===== src/rtl/nand_pkg.sv =====
// Shared definitions for the NAND channel command/address path.
// Contents: sequencer state encoding, maximum address byte count,
// common ONFI command opcodes and an address-count clamp helper.
package nand_pkg;

    typedef enum logic [2:0] {
        IDLE  = 3'd0,
        SETUP = 3'd1,
        WE_LO = 3'd2,
        WE_HI = 3'd3,
        DONE  = 3'd4
    } state_t;

    localparam int         MAX_ADDR_BYTES = 5;

    localparam logic [7:0] CMD_RESET = 8'hFF;
    localparam logic [7:0] CMD_READ1 = 8'h00;
    localparam logic [7:0] CMD_READ2 = 8'h30;

    // Requests asking for more address bytes than the bus carries are
    // limited to the full five-byte row+column address.
    function automatic logic [2:0] clamp_naddr(input logic [2:0] n);
        return (n > 3'(MAX_ADDR_BYTES)) ? 3'(MAX_ADDR_BYTES) : n;
    endfunction

endpackage


===== src/rtl/nand_byte_mux.sv =====
// Byte selector for one command packet.
// Maps a byte index onto the packet layout: cmd1 (CLE), then the address
// bytes LSB first (ALE), then the optional confirm command (CLE).
// Ports:
//   i_idx      byte index within the packet (0 = cmd1)
//   i_naddr    number of address bytes, already clamped to 0..5
//   i_cmd1     first command byte
//   i_addr     address bytes, byte 0 in bits [7:0]
//   i_cmd2_en  confirm command present
//   i_cmd2     confirm command byte
//   o_byte     byte to place on DQ
//   o_cle      byte is a command cycle
//   o_ale      byte is an address cycle
module nand_byte_mux
    import nand_pkg::*;
(
    input  logic [2:0]  i_idx,
    input  logic [2:0]  i_naddr,
    input  logic [7:0]  i_cmd1,
    input  logic [39:0] i_addr,
    input  logic        i_cmd2_en,
    input  logic [7:0]  i_cmd2,
    output logic [7:0]  o_byte,
    output logic        o_cle,
    output logic        o_ale
);

    logic [2:0] w_aidx;

    always_comb begin
        w_aidx = i_idx - 3'd1;
        o_byte = 8'h00;
        o_cle  = 1'b0;
        o_ale  = 1'b0;
        if (i_idx == 3'd0) begin
            o_byte = i_cmd1;
            o_cle  = 1'b1;
        end else if (i_idx <= i_naddr) begin
            o_ale = 1'b1;
            case (w_aidx)
                3'd0:    o_byte = i_addr[7:0];
                3'd1:    o_byte = i_addr[15:8];
                3'd2:    o_byte = i_addr[23:16];
                3'd3:    o_byte = i_addr[31:24];
                3'd4:    o_byte = i_addr[39:32];
                default: o_byte = 8'h00;
            endcase
        end else if (i_cmd2_en) begin
            o_byte = i_cmd2;
            o_cle  = 1'b1;
        end
    end

endmodule


===== src/rtl/nand_cmd_seq.sv =====
// Asynchronous-mode (SDR) command/address sequencer for one NAND channel.
// Accepts a command packet (cmd1, 0..5 address bytes, optional cmd2, chip
// index) and writes it to the flash through nand_phy, one byte per
// SETUP / WE_LO / WE_HI phase group with programmable widths.
// Ports:
//   clk0, rst0            clock, synchronous active-high reset
//   req_*                 request handshake and packet fields
//   done, busy            completion pulse and activity flag
//   ctrl_cle/ale/wen      NAND control pins (WE# level on ctrl_wen)
//   ctrl_wen_sel          WE# mode select, always async mode
//   ctrl_cen              active-low chip enables
//   dq_oe_n               DQ output enable, active-low
//   wr_data_rise/fall     byte driven on DQ (same byte on both)
module nand_cmd_seq
    import nand_pkg::*;
#(
    parameter int T_SETUP = 2,
    parameter int T_WP    = 3,
    parameter int T_WH    = 2
) (
    input  logic        clk0,
    input  logic        rst0,
    input  logic        req_valid,
    output logic        req_ready,
    input  logic [7:0]  req_cmd1,
    input  logic [2:0]  req_naddr,
    input  logic [39:0] req_addr,
    input  logic        req_cmd2_en,
    input  logic [7:0]  req_cmd2,
    input  logic [2:0]  req_ce,
    output logic        done,
    output logic        busy,
    output logic        ctrl_cle,
    output logic        ctrl_ale,
    output logic        ctrl_wen,
    output logic        ctrl_wen_sel,
    output logic [7:0]  ctrl_cen,
    output logic        dq_oe_n,
    output logic [7:0]  wr_data_rise,
    output logic [7:0]  wr_data_fall
);

    state_t      r_state;
    state_t      w_state_nxt;
    logic [3:0]  r_cnt;
    logic [3:0]  w_cnt_nxt;
    logic [2:0]  r_idx;
    logic [2:0]  w_idx_nxt;

    logic [7:0]  r_cmd1;
    logic [2:0]  r_naddr;
    logic [39:0] r_addr;
    logic        r_cmd2_en;
    logic [7:0]  r_cmd2;
    logic [2:0]  r_ce;

    logic        w_accept;
    logic [2:0]  w_last;
    logic        w_active;

    // Packet as it will be after this edge: on the accept cycle the request
    // inputs are used directly so the first SETUP byte is registered in time.
    logic [7:0]  w_p_cmd1;
    logic [2:0]  w_p_naddr;
    logic [39:0] w_p_addr;
    logic        w_p_cmd2_en;
    logic [7:0]  w_p_cmd2;
    logic [2:0]  w_p_ce;

    logic [7:0]  w_byte;
    logic        w_cle;
    logic        w_ale;

    assign req_ready = (r_state == IDLE) & ~rst0;
    assign w_accept  = req_valid & req_ready;
    assign w_last    = r_naddr + {2'b00, r_cmd2_en};

    assign w_p_cmd1    = w_accept ? req_cmd1               : r_cmd1;
    assign w_p_naddr   = w_accept ? clamp_naddr(req_naddr) : r_naddr;
    assign w_p_addr    = w_accept ? req_addr               : r_addr;
    assign w_p_cmd2_en = w_accept ? req_cmd2_en            : r_cmd2_en;
    assign w_p_cmd2    = w_accept ? req_cmd2               : r_cmd2;
    assign w_p_ce      = w_accept ? req_ce                 : r_ce;

    nand_byte_mux u_byte_mux (
        .i_idx     (w_idx_nxt),
        .i_naddr   (w_p_naddr),
        .i_cmd1    (w_p_cmd1),
        .i_addr    (w_p_addr),
        .i_cmd2_en (w_p_cmd2_en),
        .i_cmd2    (w_p_cmd2),
        .o_byte    (w_byte),
        .o_cle     (w_cle),
        .o_ale     (w_ale)
    );

    always_comb begin
        w_state_nxt = r_state;
        w_idx_nxt   = r_idx;
        w_cnt_nxt   = r_cnt + 4'd1;
        case (r_state)
            IDLE: begin
                if (w_accept) begin
                    w_state_nxt = SETUP;
                    w_idx_nxt   = 3'd0;
                end
            end
            SETUP: if (r_cnt == 4'(T_SETUP - 1)) w_state_nxt = WE_LO;
            WE_LO: if (r_cnt == 4'(T_WP - 1))    w_state_nxt = WE_HI;
            WE_HI: begin
                if (r_cnt == 4'(T_WH - 1)) begin
                    if (r_idx == w_last) begin
                        w_state_nxt = DONE;
                    end else begin
                        w_idx_nxt   = r_idx + 3'd1;
                        w_state_nxt = SETUP;
                    end
                end
            end
            DONE:    w_state_nxt = IDLE;
            default: w_state_nxt = IDLE;
        endcase
        // Every state change (including WE_HI -> SETUP) restarts the phase count.
        if (w_state_nxt != r_state) w_cnt_nxt = 4'd0;
    end

    assign w_active = (w_state_nxt == SETUP) || (w_state_nxt == WE_LO) ||
                      (w_state_nxt == WE_HI);

    always_ff @(posedge clk0) begin
        if (w_accept) begin
            r_cmd1    <= req_cmd1;
            r_naddr   <= clamp_naddr(req_naddr);
            r_addr    <= req_addr;
            r_cmd2_en <= req_cmd2_en;
            r_cmd2    <= req_cmd2;
            r_ce      <= req_ce;
        end
    end

    // Outputs are registered from the next state so pin changes line up
    // exactly with state entry.
    always_ff @(posedge clk0) begin
        if (rst0) begin
            r_state      <= IDLE;
            r_cnt        <= 4'd0;
            r_idx        <= 3'd0;
            ctrl_cle     <= 1'b0;
            ctrl_ale     <= 1'b0;
            ctrl_wen     <= 1'b1;
            ctrl_wen_sel <= 1'b1;
            ctrl_cen     <= 8'hFF;
            dq_oe_n      <= 1'b1;
            wr_data_rise <= 8'h00;
            wr_data_fall <= 8'h00;
            done         <= 1'b0;
            busy         <= 1'b0;
        end else begin
            r_state      <= w_state_nxt;
            r_cnt        <= w_cnt_nxt;
            r_idx        <= w_idx_nxt;
            ctrl_cle     <= w_active & w_cle;
            ctrl_ale     <= w_active & w_ale;
            ctrl_wen     <= (w_state_nxt != WE_LO);
            ctrl_wen_sel <= 1'b1;
            ctrl_cen     <= w_active ? ~(8'h01 << w_p_ce) : 8'hFF;
            dq_oe_n      <= ~w_active;
            if (w_active) begin
                wr_data_rise <= w_byte;
                wr_data_fall <= w_byte;
            end
            done         <= (w_state_nxt == DONE);
            busy         <= (w_state_nxt != IDLE);
        end
    end

endmodule


===== config.mk =====
export PLATFORM = sky130hd
export DESIGN_NAME = nand_cmd_seq
export DESIGN_NICKNAME = d
export VERILOG_FILES = /design/src/rtl/nand_pkg.sv /design/src/rtl/nand_byte_mux.sv /design/src/rtl/nand_cmd_seq.sv
export SDC_FILE = /design/constraint.sdc
export NUM_CORES = 1
export LEC_CHECK = 0
export BUFFER_PORTS_ARGS = -buffer_cell sky130_fd_sc_hd__buf_2
export CAP_MARGIN = 10
export CORE_MARGIN = 2
export CORE_UTILIZATION = 50
export CTS_CLUSTER_SIZE = 40
export DETAILED_ROUTE_END_ITERATION = 8
export GPL_ROUTABILITY_DRIVEN = 0
export PLACE_DENSITY = 0.76
export REMOVE_ABC_BUFFERS = 1
export SETUP_SLACK_MARGIN = 0.1
export SYNTH_ARGS = -nofsm -noshare
export SYNTH_HDL_FRONTEND = slang
export SYNTH_SLANG_ARGS = --single-unit

===== constraint.sdc =====
create_clock -name clk0 -period 4.16 [get_ports clk0]
set_input_delay 0.624 -clock clk0 [delete_from_list [all_inputs] [get_ports clk0]]
set_output_delay 0.624 -clock clk0 [all_outputs]
set_load 0.02 [all_outputs]

# Word level (Yosys, flattened, before mapping)
# Cells that the tools add are included.
word_totals:
  regBits: 95
  inputBits: 66
  word_cells: 81
classes:
  addsub: 4
  n_lt_le_gt_ge: 2
  n_eq_ne: 16
  n_shift: 1
  n_mux: 26
  bitwise: 7
  reduce_logical: 8
op_table:
  columns: ["op", "count"]
  rows:
  - ["$mux W40", 1]
  - ["$mux W8", 5]
  - ["$pmux W8 S5", 1]
  - ["$mux W3", 11]
  - ["$eq A3 B2 Y1 const B", 6]
  - ["$pmux W3 S4", 1]
  - ["$eq A3 B1 Y1 const B", 3]
  - ["$logic_not A3 Y1", 3]
  - ["$not A8 Y8", 1]
  - ["$shl A1 B3 Y8 const A", 1]
  - ["$eq A3 B3 Y1 const B", 2]
  - ["$mux W1", 6]
  - ["$pmux W3 S2", 1]
  - ["$add A4 B1 Y4 const B", 1]
  - ["$and A1 B1 Y1", 4]
  - ["$eq A4 B1 Y1 const B", 1]
  - ["$eq A4 B2 Y1 const B", 1]
  - ["$reduce_or A2 Y1", 2]
  - ["$add A3 B1 Y3", 1]
  - ["$add A3 B1 Y3 const B", 1]
  - ["$eq A3 B3 Y1", 1]
  - ["$gt A3 B3 Y1 const B", 1]
  - ["$le A3 B3 Y1", 1]
  - ["$ne A3 B2 Y1 const B", 1]
  - ["5 further kinds", 7]

# Logic depth before layout (Yosys ltp)
# Gate-level depths: netlist (run 1).
depth:
  word_depth: 10
  depth_mapped: 17

# By module
# A second synthesis (run 1) with hierarchy kept.
hier_totals:
  hier_cells: 499
  hier_area_um2: 4141.5
modules_own_cells:
  columns: ["module", "n_inst", "cells_each", "area_each_um2", "seq_area_each_um2"]
  rows:
  - ["nand_cmd_seq", 1, 412, 3498.4, 1901.8]
  - ["nand_byte_mux", 1, 87, 643.1, 0.0]

# Least setup slack after synthesis (run 1)
# Ideal clock, no wire load.
synth_path:
  path_type: "in2reg"
  from: "input port rst0"
  to: "register wr_data_fall[4]"
  setup_time_ns: 0.085
  arrival_ns: 3.662
  setup_slack_ns: 0.413
  path_stages: 15
  path_buffers: 3
  path_cell_list: "or4_4 -> inv_2 -> nand2_1 -> clkbuf_1 -> clkbuf_1 -> clkbuf_1 -> o21a_1 -> ha_1 -> nor2b_1 -> o21ai_0 -> a32oi_1 -> a21oi_1 -> nand3_1 -> o21bai_1 -> o221ai_1"
synth_between:
  elab_chain_len: 10
  word_cells_on_any_way: 29
synth_lines:
  columns: ["item", "line", "rtl"]
  rows:
  - ["start, declared", "nand_cmd_seq.sv:22", "input logic rst0,"]
  - ["$not A1 Y1 *", "nand_cmd_seq.sv:74", "assign req_ready = (r_state == IDLE) & ~rst0;"]
  - ["$and A1 B1 Y1 *", "nand_cmd_seq.sv:74", null]
  - ["net req_ready", "nand_cmd_seq.sv:24", "output logic req_ready,"]
  - ["$and A1 B1 Y1 *", "nand_cmd_seq.sv:75", "assign w_accept = req_valid & req_ready;"]
  - ["$mux W3", "nand_cmd_seq.sv:103", "if (w_accept) begin"]
  - ["$pmux W3 S2", "nand_cmd_seq.sv:101", "case (r_state)"]
  - ["$sub A3 B1 Y3", "nand_byte_mux.sv:31", "w_aidx = i_idx - 3'd1;"]
  - ["$eq A3 B3 Y1 (tied with other cells)", "nand_byte_mux.sv:40", "case (w_aidx)"]
  - ["$pmux W8 S5", "nand_byte_mux.sv:40", null]
  - ["$mux W8", "nand_byte_mux.sv:38", "end else if (i_idx <= i_naddr) begin"]
  - ["$mux W8", "nand_byte_mux.sv:35", "if (i_idx == 3'd0) begin"]
  - ["end signal, assigned", "nand_cmd_seq.sv:170", "wr_data_fall <= w_byte;"]
  - ["end, declared", "nand_cmd_seq.sv:40", "output logic [7:0] wr_data_fall"]
# The timed path passes the listed nets; every way through them passes the cells marked *.
# A chain may end at the register's enable or synchronous reset.

# Worst setup path after layout (run 1)
layout_path:
  from: "register r_naddr[0]"
  to: "register wr_data_fall[4]"
layout_between:
  elab_chain_len: 10
  word_cells_on_any_way: 25
layout_lines:
  columns: ["item", "line", "rtl"]
  rows:
  - ["start, declared", "nand_cmd_seq.sv:51", "logic [2:0] r_naddr;"]
  - ["start signal, assigned", "nand_cmd_seq.sv:133", "r_naddr <= clamp_naddr(req_naddr);"]
  - ["$add A3 B1 Y3", "nand_cmd_seq.sv:76", "assign w_last = r_naddr + {2'b00, r_cmd2_en};"]
  - ["$eq A3 B3 Y1", "nand_cmd_seq.sv:112", "if (r_idx == w_last) begin"]
  - ["$mux W3", "nand_cmd_seq.sv:112", null]
  - ["$mux W3", "nand_cmd_seq.sv:111", "if (r_cnt == 4'(T_WH - 1)) begin"]
  - ["$pmux W3 S2", "nand_cmd_seq.sv:101", null]
  - ["$sub A3 B1 Y3", "nand_byte_mux.sv:31", null]
  - ["$eq A3 B3 Y1 (tied with other cells)", "nand_byte_mux.sv:40", null]
  - ["$pmux W8 S5", "nand_byte_mux.sv:40", null]
  - ["$mux W8", "nand_byte_mux.sv:38", null]
  - ["$mux W8", "nand_byte_mux.sv:35", null]
# Parallel ways exist; a longest one is shown, timed or not.

==> results of run 1 <==
[state kept, by name (all words and copies together), names as in the netlist, 3 cells and up]
| signal | flops |
|---|---|
| ctrl_cen | 8 |
| r_addr | 40 |
| r_ce | 3 |
| r_cmd1 | 8 |
| r_cmd2 | 8 |
| r_cnt | 4 |
| r_idx | 3 |
| r_naddr | 3 |
| r_state | 3 |
| wr_data_fall | 8 |
[layer usage]
layer	routed length [um]	part of all wire, %	vias up
li1	-	-	1480
met1	3770	44	1391
met2	4110	48	86
met3	546	6.4	9
met4	93	1.1	0
met5	0	0	-
[cell usage after synthesis, types with 3 or more instances]
cell	n
mux2_2	57
inv_1	13
nand2_1	29
nor3_1	10
o21ai_1	4
o211ai_1	4
a41oi_1	4
inv_2	3
ha_1	9
o21ai_0	11
nor2_1	20
dfxtp_1	95
nand3_1	4
a21oi_1	8
and3b_1	5
o221ai_1	6
nor2b_1	12
clkbuf_1	12
buf_4	10
mux2i_1	23
xor2_1	3
[power by group through the flow]
| stage | clock network [mW] | logic, mW | registers, mW |
|---|---|---|---|
| 4_1_cts | 0.543 | 0.446 | 1.12 |
| 3_5_place_dp | 0 | 0.444 | 1.14 |
| 2_1_floorplan | 0 | 0.282 | 1.16 |
| 5_1_grt | 0.586 | 0.492 | 1.13 |
| 3_3_place_gp | 0 | 0.432 | 1.13 |
| 6_report | 0.535 | 0.447 | 1.12 |
[critical path: stages (launching register included)]
cell and delay, ps:
dfxtp_1 320, ha_1 200, ha_1 290, xor2_1 200
o311ai_4 440, mux2i_1 310, inv_2 150, ha_1 310
nor2b_1 130, o21ai_0 140, a32oi_1 70, buf_4 170
a21oi_1 110, nand3_1 260, o21bai_1 270, o221ai_1 180
[metrics by stage]
step           setup TNS, ps  util (%)
6_report                   0      60.6
3_3_place_gp               0      58.3
2_1_floorplan          -1170         -
3_5_place_dp               0      58.3
5_1_grt                    0      60.6
4_1_cts                    0      60.5
[what timing repair did]
action | in CTS | in global routing
hold endpoints to repair | 0 | 0
hold buffers | 0 | 0
endpoints found under the setup margin | 0 | 1
gates resized for setup | 0 | 1
[logic make-up after synthesis]
group	count (synthesis)	synth area share (%)
AOI/OAI and AO/OA	52	9.37
DFF	95	47.8
and+or+nand+nor	88	11.0
buffers and inverters	42	5.31
other	1	0.0942
muxes	80	21.9
adders and majority gates	9	2.83
xor gates and xnor gates	6	1.70
[cell type report]
type,instances,share of cell area (%)
sequential,95,40.6
multi-input combinational,236,40.4
timing repair buffer,103,11.4
clock buffer,11,2.81
tap,102,2.73
inverter,17,1.36
clock inverter,5,0.748
[path summary, 6_finish.rpt]
path	start	slack (ps)	endpoint
max	r_naddr[0]	520	wr_data_fall[4]
max reg2reg	r_naddr[0]	520	wr_data_fall[4]
min reg2reg	r_addr[1]	460	r_addr[1]
min	r_addr[1]	460	r_addr[1]
==> metrics.txt, run 1 <==
outcome completed; Yosys top cell area share 47.8%; min-delay worst type flop to flop; Avg Inst Size Synth 10.7 um2; P_leak 2.09 nW; number of global-route vias before repair 2819; Max-slew headroom 59.9%; Post-synth EDFFs 0; Num CTS Buffers 9; most common cell after layout, fill and taps aside buf_2; first-pass GRT wire length 13400 um; average wire per standard cell 15.0 um; measured slew at the worst slew-check pin 602 ps; Yosys cell types 47; fin worst setup slack 517 ps; Clk pwr share 25.5%; met2 Usage GRT 32.7%; largest net degree at the start of global routing 39; crit end category flop; Pwr Density 448 nW/um2; Mapped Cells 373; Flop pwr share 53.2%; max-cap violation count 0; Clock Tree Buf Depth 2; Detailed Routing Iterations Pass 1 4; Worst Path Required 4430 ps; Initial Util 51.5%; Final Cycle Share 87.6%; multi-input logic area 1890 um2; Pwr Total 2.10 mW; Final ANT Viol Nets 0; FF/Latch Area 1900 um2; nets 537; FILL cells 676; core area 7730 um2; Post-CTS Setup Bufs 0; Setup CP Type flop to flop; most used routing layer in global routing met2; antenna cells 0; setup violators final 0; Yosys reg bits 95; most frequent cells in the layout 96 x buf_2, 95 x dfxtp_1, 57 x mux2_2; Psw 599 uW; Power Internal 1.50 mW; Clock transition at path regs 90 ps; dominant cells by area after synthesis dfxtp_1 48%, mux2_2 16%, mux2i_1 5.8%; die area 8690 um2; die span in x 93.2 um; number of I/O pins 98; FP Rows 32; via count 2966; Synthesis Warnings 0; initial antenna violation count 0; Primary FF master, synth dfxtp_1; minimum clock period 3640 ps; Synth area leader dfxtp_1; final hold vios 0; ys async rst share 0%; vias per inst 5.21; root buf cell clkbuf_8; Worst-Skew Late Latency 360 ps; Worst EP arrival 3920 ps; Hold Slack 465 ps; worst r2r path cells 15; Num Clock Sinks 95; IO Port Bufs 96; pre-CTS setup slack 465 ps; Clock Skew 12.4 ps; maximum clock rate 275 MHz; sw frac 28.6%; Synth-to-Final Area Change 17.7%; Remaining Overflow, GRT 0; dpl cell area 4510 um2; met3 GRT Util 5.48%; Cells after DPL 553; max-slew violation count 0; Comb power frac 21.3%; non-filler instance count after layout 569; all-layer global routing usage 20.1%; final wirelength 8520 um; Die H 93.2 um; CTS tree done; post-synthesis cell area 3980 um2; met1 usage 26.3%; sequential share of the synthesized area 47.8%; Initial DRC Count 122; fraction of layout cells with a size suffix above 1 39.6%; drc violations 0; Hold Crit Depth 2; Max rail drop VDD 0.000251 V; fin area 4680 um2; H-tree Lvls 3; Critical Path Source Type flop; CP Max Fanout 12; dpl hpwl 6380 um; RSZ-0062 raised after global routing false
Note: power is estimated with default switching activity, not from simulation.
==> run 2: changes to the inputs <==
- CORE_UTILIZATION: 50 -> 48
- clock period: 4.16 -> 3.23 ns (I/O delays scaled with it)
==> run 2 against run 1 <==
Worst setup slack got worse by 380 ps. Utilization fell by 0.54 points. Register-to-register slack got worse by 380 ps. Power rose by 31%. Non-clock buffer count rose by 10. Clock power rose by 26%. Global-route usage fell by 1.1 points. Clock skew fell by 0.53 ps. Critical path type unchanged. Highest routed layer unchanged.
==> metrics.txt, run 2 (synthesized netlist as in run 1, its figures left out) <==
outcome completed (unchanged); Num CTS Buffers 9 (unchanged); measured slew at the worst slew-check pin 622 ps (was 602 ps); hold_sp req_addr[1] (was r_addr[1]); dpl hpwl 6530 um (was 6380 um); initial antenna violation count 0 (unchanged); final wirelength 8700 um (was 8520 um); P_leak 2.15 nW (was 2.09 nW); all-layer global routing usage 19.0% (was 20.1%); Reg2Reg Launch Point r_naddr[0] (unchanged); Clock Skew 11.9 ps (was 12.4 ps); CTS tree done (unchanged); nets 547 (was 537); drc violations 0 (unchanged); Detailed Routing Iterations Pass 1 4 (unchanged); Max rail drop VDD 0.000378 V (was 0.000251 V); first-pass GRT wire length 13300 um (was 13400 um); hold worst-path end r_addr[1] (unchanged); via count 3062 (was 2966); worst r2r path cells 11 (was 15); Final ANT Viol Nets 0 (unchanged); Pwr Total 2.75 mW (was 2.10 mW); Critical Path Source Type flop (unchanged); min-delay worst type input port to flop (was flop to flop); RSZ-0062 raised after global routing true (was false); H-tree Lvls 3 (unchanged); Setup CP Type flop to flop (unchanged); Max-slew headroom 58.5% (was 59.9%); Num Clock Sinks 95 (unchanged); Final Cycle Share 95.6% (was 87.6%); minimum clock period 3090 ps (was 3640 ps); Worst-Skew Late Latency 350 ps (was 360 ps); most frequent cells in the layout 96 x buf_2, 93 x dfxtp_1, 56 x mux2_2 (was 96 x buf_2, 95 x dfxtp_1, 57 x mux2_2); crit end category flop (unchanged); die span in x 95.0 um (was 93.2 um); CP Max Fanout 19 (was 12); Worst EP arrival 3310 ps (was 3920 ps); max FFs per register 40 (unchanged); setup violators final 0 (unchanged); Pwr Density 563 nW/um2 (was 448 nW/um2); largest net degree at the start of global routing 35 (was 39); hold_buf cts 0 (unchanged); max-slew violation count 0 (unchanged); average wire per standard cell 14.9 um (was 15.0 um); final hold vios 0 (unchanged); core area 8130 um2 (was 7730 um2); FILL cells 681 (was 676); FF/Latch Area 1900 um2 (about the same); Synth-to-Final Area Change 22.8% (was 17.7%); Clock Tree Buf Depth 2 (unchanged); Worst R2R Setup Slack 140 ps (was 520 ps); most common cell after layout, fill and taps aside buf_2 (unchanged); number of I/O pins 98 (unchanged); FP Rows 33 (was 32); Initial Util 48.9% (was 51.5%); die area 9030 um2 (was 8690 um2); Initial DRC Count 121 (was 122); RR Endpoint wr_data_fall[1] (was wr_data_fall[4]); IO Port Bufs 96 (unchanged); root buf cell clkbuf_8 (unchanged); Clock transition at path regs 90 ps (about the same); number of global-route vias before repair 2943 (was 2819); max-cap violation count 0 (unchanged); maximum clock rate 324 MHz (was 275 MHz); antenna cells 0 (unchanged); Hold Crit Depth 3 (was 2); Remaining Overflow, GRT 0 (unchanged); vias per inst 5.26 (was 5.21); Die H 95.0 um (was 93.2 um); fraction of layout cells with a size suffix above 1 44.4% (was 39.6%); Worst Path Required 3450 ps (was 4430 ps); most flop-heavy register r_addr (unchanged); setup TNS 0 ps (unchanged); multi-input logic area 2010 um2 (was 1890 um2)
[run 2: layer usage]
metal	vias up	GRT usage, %	part of all wire, %
li1	1499	-	-
met1	1436	23.8	43
met2	103	32.3	49
met3	24	4.66	5.6
met4	0	6.16	2.4
met5	-	0	0
[run 2: timing repair]
action,in CTS,in global routing
gates cloned,0,0
pin swaps,3,10
setup endpoints to repair,2,8
endpoints found under the hold margin,0,0
gates resized for setup,4,20
setup buffers,0,2
[run 2: where the power goes]
part	switching (mW)	internal [mW]	leakage (nW)
Sequential	0.0731	1.37	0.792
Clock	0.391	0.281	0.0797
Combinational	0.323	0.310	1.28
[run 2: how the worst max path moves through the flow]
| stage | start | endpoint | slack (ps) | cells after the start |
|---|---|---|---|---|
| 2_1_floorplan | r_naddr[0] | wr_data_fall[4] | -1150 | 14 |
| 3_3_place_gp | r_naddr[0] | wr_data_fall[1] | 250 | 13 |
| 3_5_place_dp | rst0 | wr_data_fall[7] | 140 | 15 |
| 4_1_cts | r_naddr[0] | wr_data_fall[3] | 100 | 14 |
| 5_1_grt | r_cmd2_en | wr_data_fall[6] | 10 | 14 |
| 6_report | r_naddr[0] | wr_data_fall[1] | 140 | 11 |
[run 2: through the flow]
step / setup WS, ps / instance area [um2] / hold slack (ps) / util, % / cells
global route: 9.88 / 4890 / 345 / 60.1 / 582
CTS: 103 / 4750 / 336 / 58.5 / 580
global placement: 251 / 4570 / 443 / 56.2 / 564
detailed placement: 138 / 4570 / 450 / 56.2 / 564
floorplan: -1150 / 3830 / 429 / - / 348
finish: 141 / 4890 / 353 / 60.1 / 582
[run 2: cell type report]
class                           count  area share (%)
Clock buffer                       11            2.69
Clock inverter                      5           0.691
Inverter                           17            1.31
Multi-Input combinational cell    236            41.0
Sequential cell                    95            39.0
Tap cell                          105            2.69
Timing Repair Buffer              113            12.6
[run 2: worst max-delay path: stages (launching register included)]
cell      delay (ps)
dfxtp_2          340
ha_4             160
ha_4             150
xor3_2           420
o311ai_4         290
mux2i_1          300
inv_2            100
or4_1            550
buf_4            220
and3b_1          170
o21ai_1          140
o211ai_1         100
==> run 3: changes to the inputs <==
- CORE_UTILIZATION: 48 -> 50
- PLACE_DENSITY: 0.76 -> not set
- PLACE_DENSITY_LB_ADDON: not set -> 0.3
- clock period: 3.23 -> 3.63 ns (I/O delays scaled with it)
==> run 3 against run 2 <==
Wire length decreased by 1.2%. Cell area fell by 3.5%. First-iteration DRC count shrank 26%.
==> metrics.txt, run 3 (synthesized netlist as in run 1, its figures left out) <==
outcome completed (unchanged); max FFs per register 40 (unchanged); maximum clock rate 299 MHz (was 324 MHz); Initial DRC Count 90 (was 121); via count 2984 (was 3062); root buf cell clkbuf_8 (unchanged); met1 usage 24.8% (was 23.8%); average wire per standard cell 15.0 um (was 14.9 um); Die H 93.2 um (was 95.0 um); Critical Path Source Type flop (unchanged); most used routing layer in global routing met2 (unchanged); most common cell after layout, fill and taps aside buf_2 (unchanged); Num CTS Buffers 9 (unchanged); CTS tree done (unchanged); dpl hpwl 6360 um (was 6530 um); nets 540 (was 547); Final Cycle Share 92.2% (was 95.6%); setup TNS 0 ps (unchanged); max-cap violation count 0 (unchanged); Pwr Total 2.46 mW (was 2.75 mW); P_leak 2.11 nW (was 2.15 nW); setup violators final 0 (unchanged); final hold vios 0 (unchanged); Clock Skew 13.2 ps (was 11.9 ps); minimum clock period 3350 ps (was 3090 ps); most frequent cells in the layout 96 x buf_2, 95 x dfxtp_1, 57 x mux2_2 (was 96 x buf_2, 93 x dfxtp_1, 56 x mux2_2); Remaining Overflow, GRT 0 (unchanged); most flop-heavy register r_addr (unchanged); largest net degree at the start of global routing 44 (was 35); met2 Usage GRT 33.5% (was 32.3%); all-layer global routing usage 20.3% (was 19.0%); hold_buf cts 0 (unchanged); Synth-to-Final Area Change 18.6% (was 22.8%); vias per inst 5.22 (was 5.26); number of I/O pins 98 (unchanged); drc violations 0 (unchanged); fraction of layout cells with a size suffix above 1 40.4% (was 44.4%); Initial Util 51.5% (was 48.9%); crit end category flop (unchanged); final wirelength 8600 um (was 8700 um); Max rail drop VDD 0.000264 V (was 0.000378 V); IO Port Bufs 96 (unchanged); Worst-Skew Late Latency 380 ps (was 350 ps); Clock Tree Buf Depth 2 (unchanged); FP Rows 32 (was 33); fin area 4720 um2 (was 4890 um2); RSZ-0062 raised after global routing false (was true); first-pass GRT wire length 13600 um (was 13300 um); Pwr Density 521 nW/um2 (was 563 nW/um2); Num Clock Sinks 95 (unchanged); Detailed Routing Iterations Pass 1 4 (unchanged); number of global-route vias before repair 2919 (was 2943); Setup CP Type flop to flop (unchanged); Final ANT Viol Nets 0 (unchanged); Post-CTS Setup Bufs 0 (unchanged); met3 GRT Util 4.83% (was 4.66%); antenna cells 0 (unchanged); post-CTS sizing 0 (was 4); Worst EP arrival 3590 ps (was 3310 ps); min-delay worst type input port to flop (unchanged); H-tree Lvls 3 (unchanged); Worst Path Required 3870 ps (was 3450 ps); max-slew violation count 0 (unchanged); die area 8690 um2 (was 9030 um2); Clock transition at path regs 90 ps (about the same); Max-slew headroom 56.7% (was 58.5%); dpl cell area 4530 um2 (was 4570 um2); core area 7730 um2 (was 8130 um2); die span in x 93.2 um (was 95.0 um); CP Max Fanout 19 (unchanged); initial antenna violation count 0 (unchanged); measured slew at the worst slew-check pin 650 ps (was 622 ps)
[run 3: changes by cell type in the layout (fill, tap and decap cells not counted), moves of 3 or more]
| cell | before | now |
|---|---|---|
| ha_4 | 3 | 0 |
| buf_4 | 15 | 10 |
| o221ai_2 | 3 | 0 |
| ha_1 | 5 | 9 |
| o221ai_1 | 3 | 6 |
[run 3: path summary, 6_finish.rpt]
| path | cells after the start | slack [ps] | end | startpoint |
|---|---|---|---|---|
| worst min-delay path | 3 | 400 | r_addr[1] | req_addr[1] |
| worst min register to register | 2 | 480 | r_addr[1] | r_addr[1] |
| worst max-delay path | 10 | 280 | wr_data_fall[0] | r_naddr[0] |
| worst max register to register | 10 | 280 | wr_data_fall[0] | r_naddr[0] |
[run 3: power breakdown]
group	leakage, nW	internal (mW)	switching (mW)
registers	0.792	1.22	0.0578
logic	1.22	0.248	0.265
clock network	0.0899	0.263	0.402
total	2.11	1.73	0.724
[run 3: area by class of cell]
| cell class | count | area (um2) |
|---|---|---|
| Clock inverter | 7 | 63.8 |
| Inverter | 17 | 63.8 |
| Clock buffer | 9 | 124 |
| Timing Repair Buffer | 106 | 556 |
| Fill cell | 664 | 3010 |
| Tap cell | 102 | 128 |
| Multi-Input combinational cell | 236 | 1880 |
| Sequential cell | 95 | 1900 |
[run 3: critical path, stage by stage, from the launching register on]
cell and delay (ps):
dfxtp_1 320, ha_1 190, ha_1 280, xor2_1 180, o311ai_2 380, mux2i_1 330
inv_2 150, or4_1 850, nand3_1 230, buf_4 180, o221ai_1 130
[run 3: metal layers]
metal | vias up | wire length (um)
met2 | 95 | 4010
met3 | 15 | 548
li1 | 1486 | -
met4 | 0 | 201
met1 | 1388 | 3830
met5 | - | 0
[run 3: per-stage QoR]
| stage | std cells | util (%) | hold WS [ps] | setup slack, ps |
|---|---|---|---|---|
| floorplan | 348 | - | 429 | -745 |
| global route | 572 | 61.0 | 396 | 104 |
| CTS | 572 | 61.0 | 384 | 317 |
| global placement | 556 | 58.6 | 445 | 463 |
| detailed placement | 556 | 58.6 | 459 | 345 |
| finish | 572 | 61.0 | 401 | 285 |
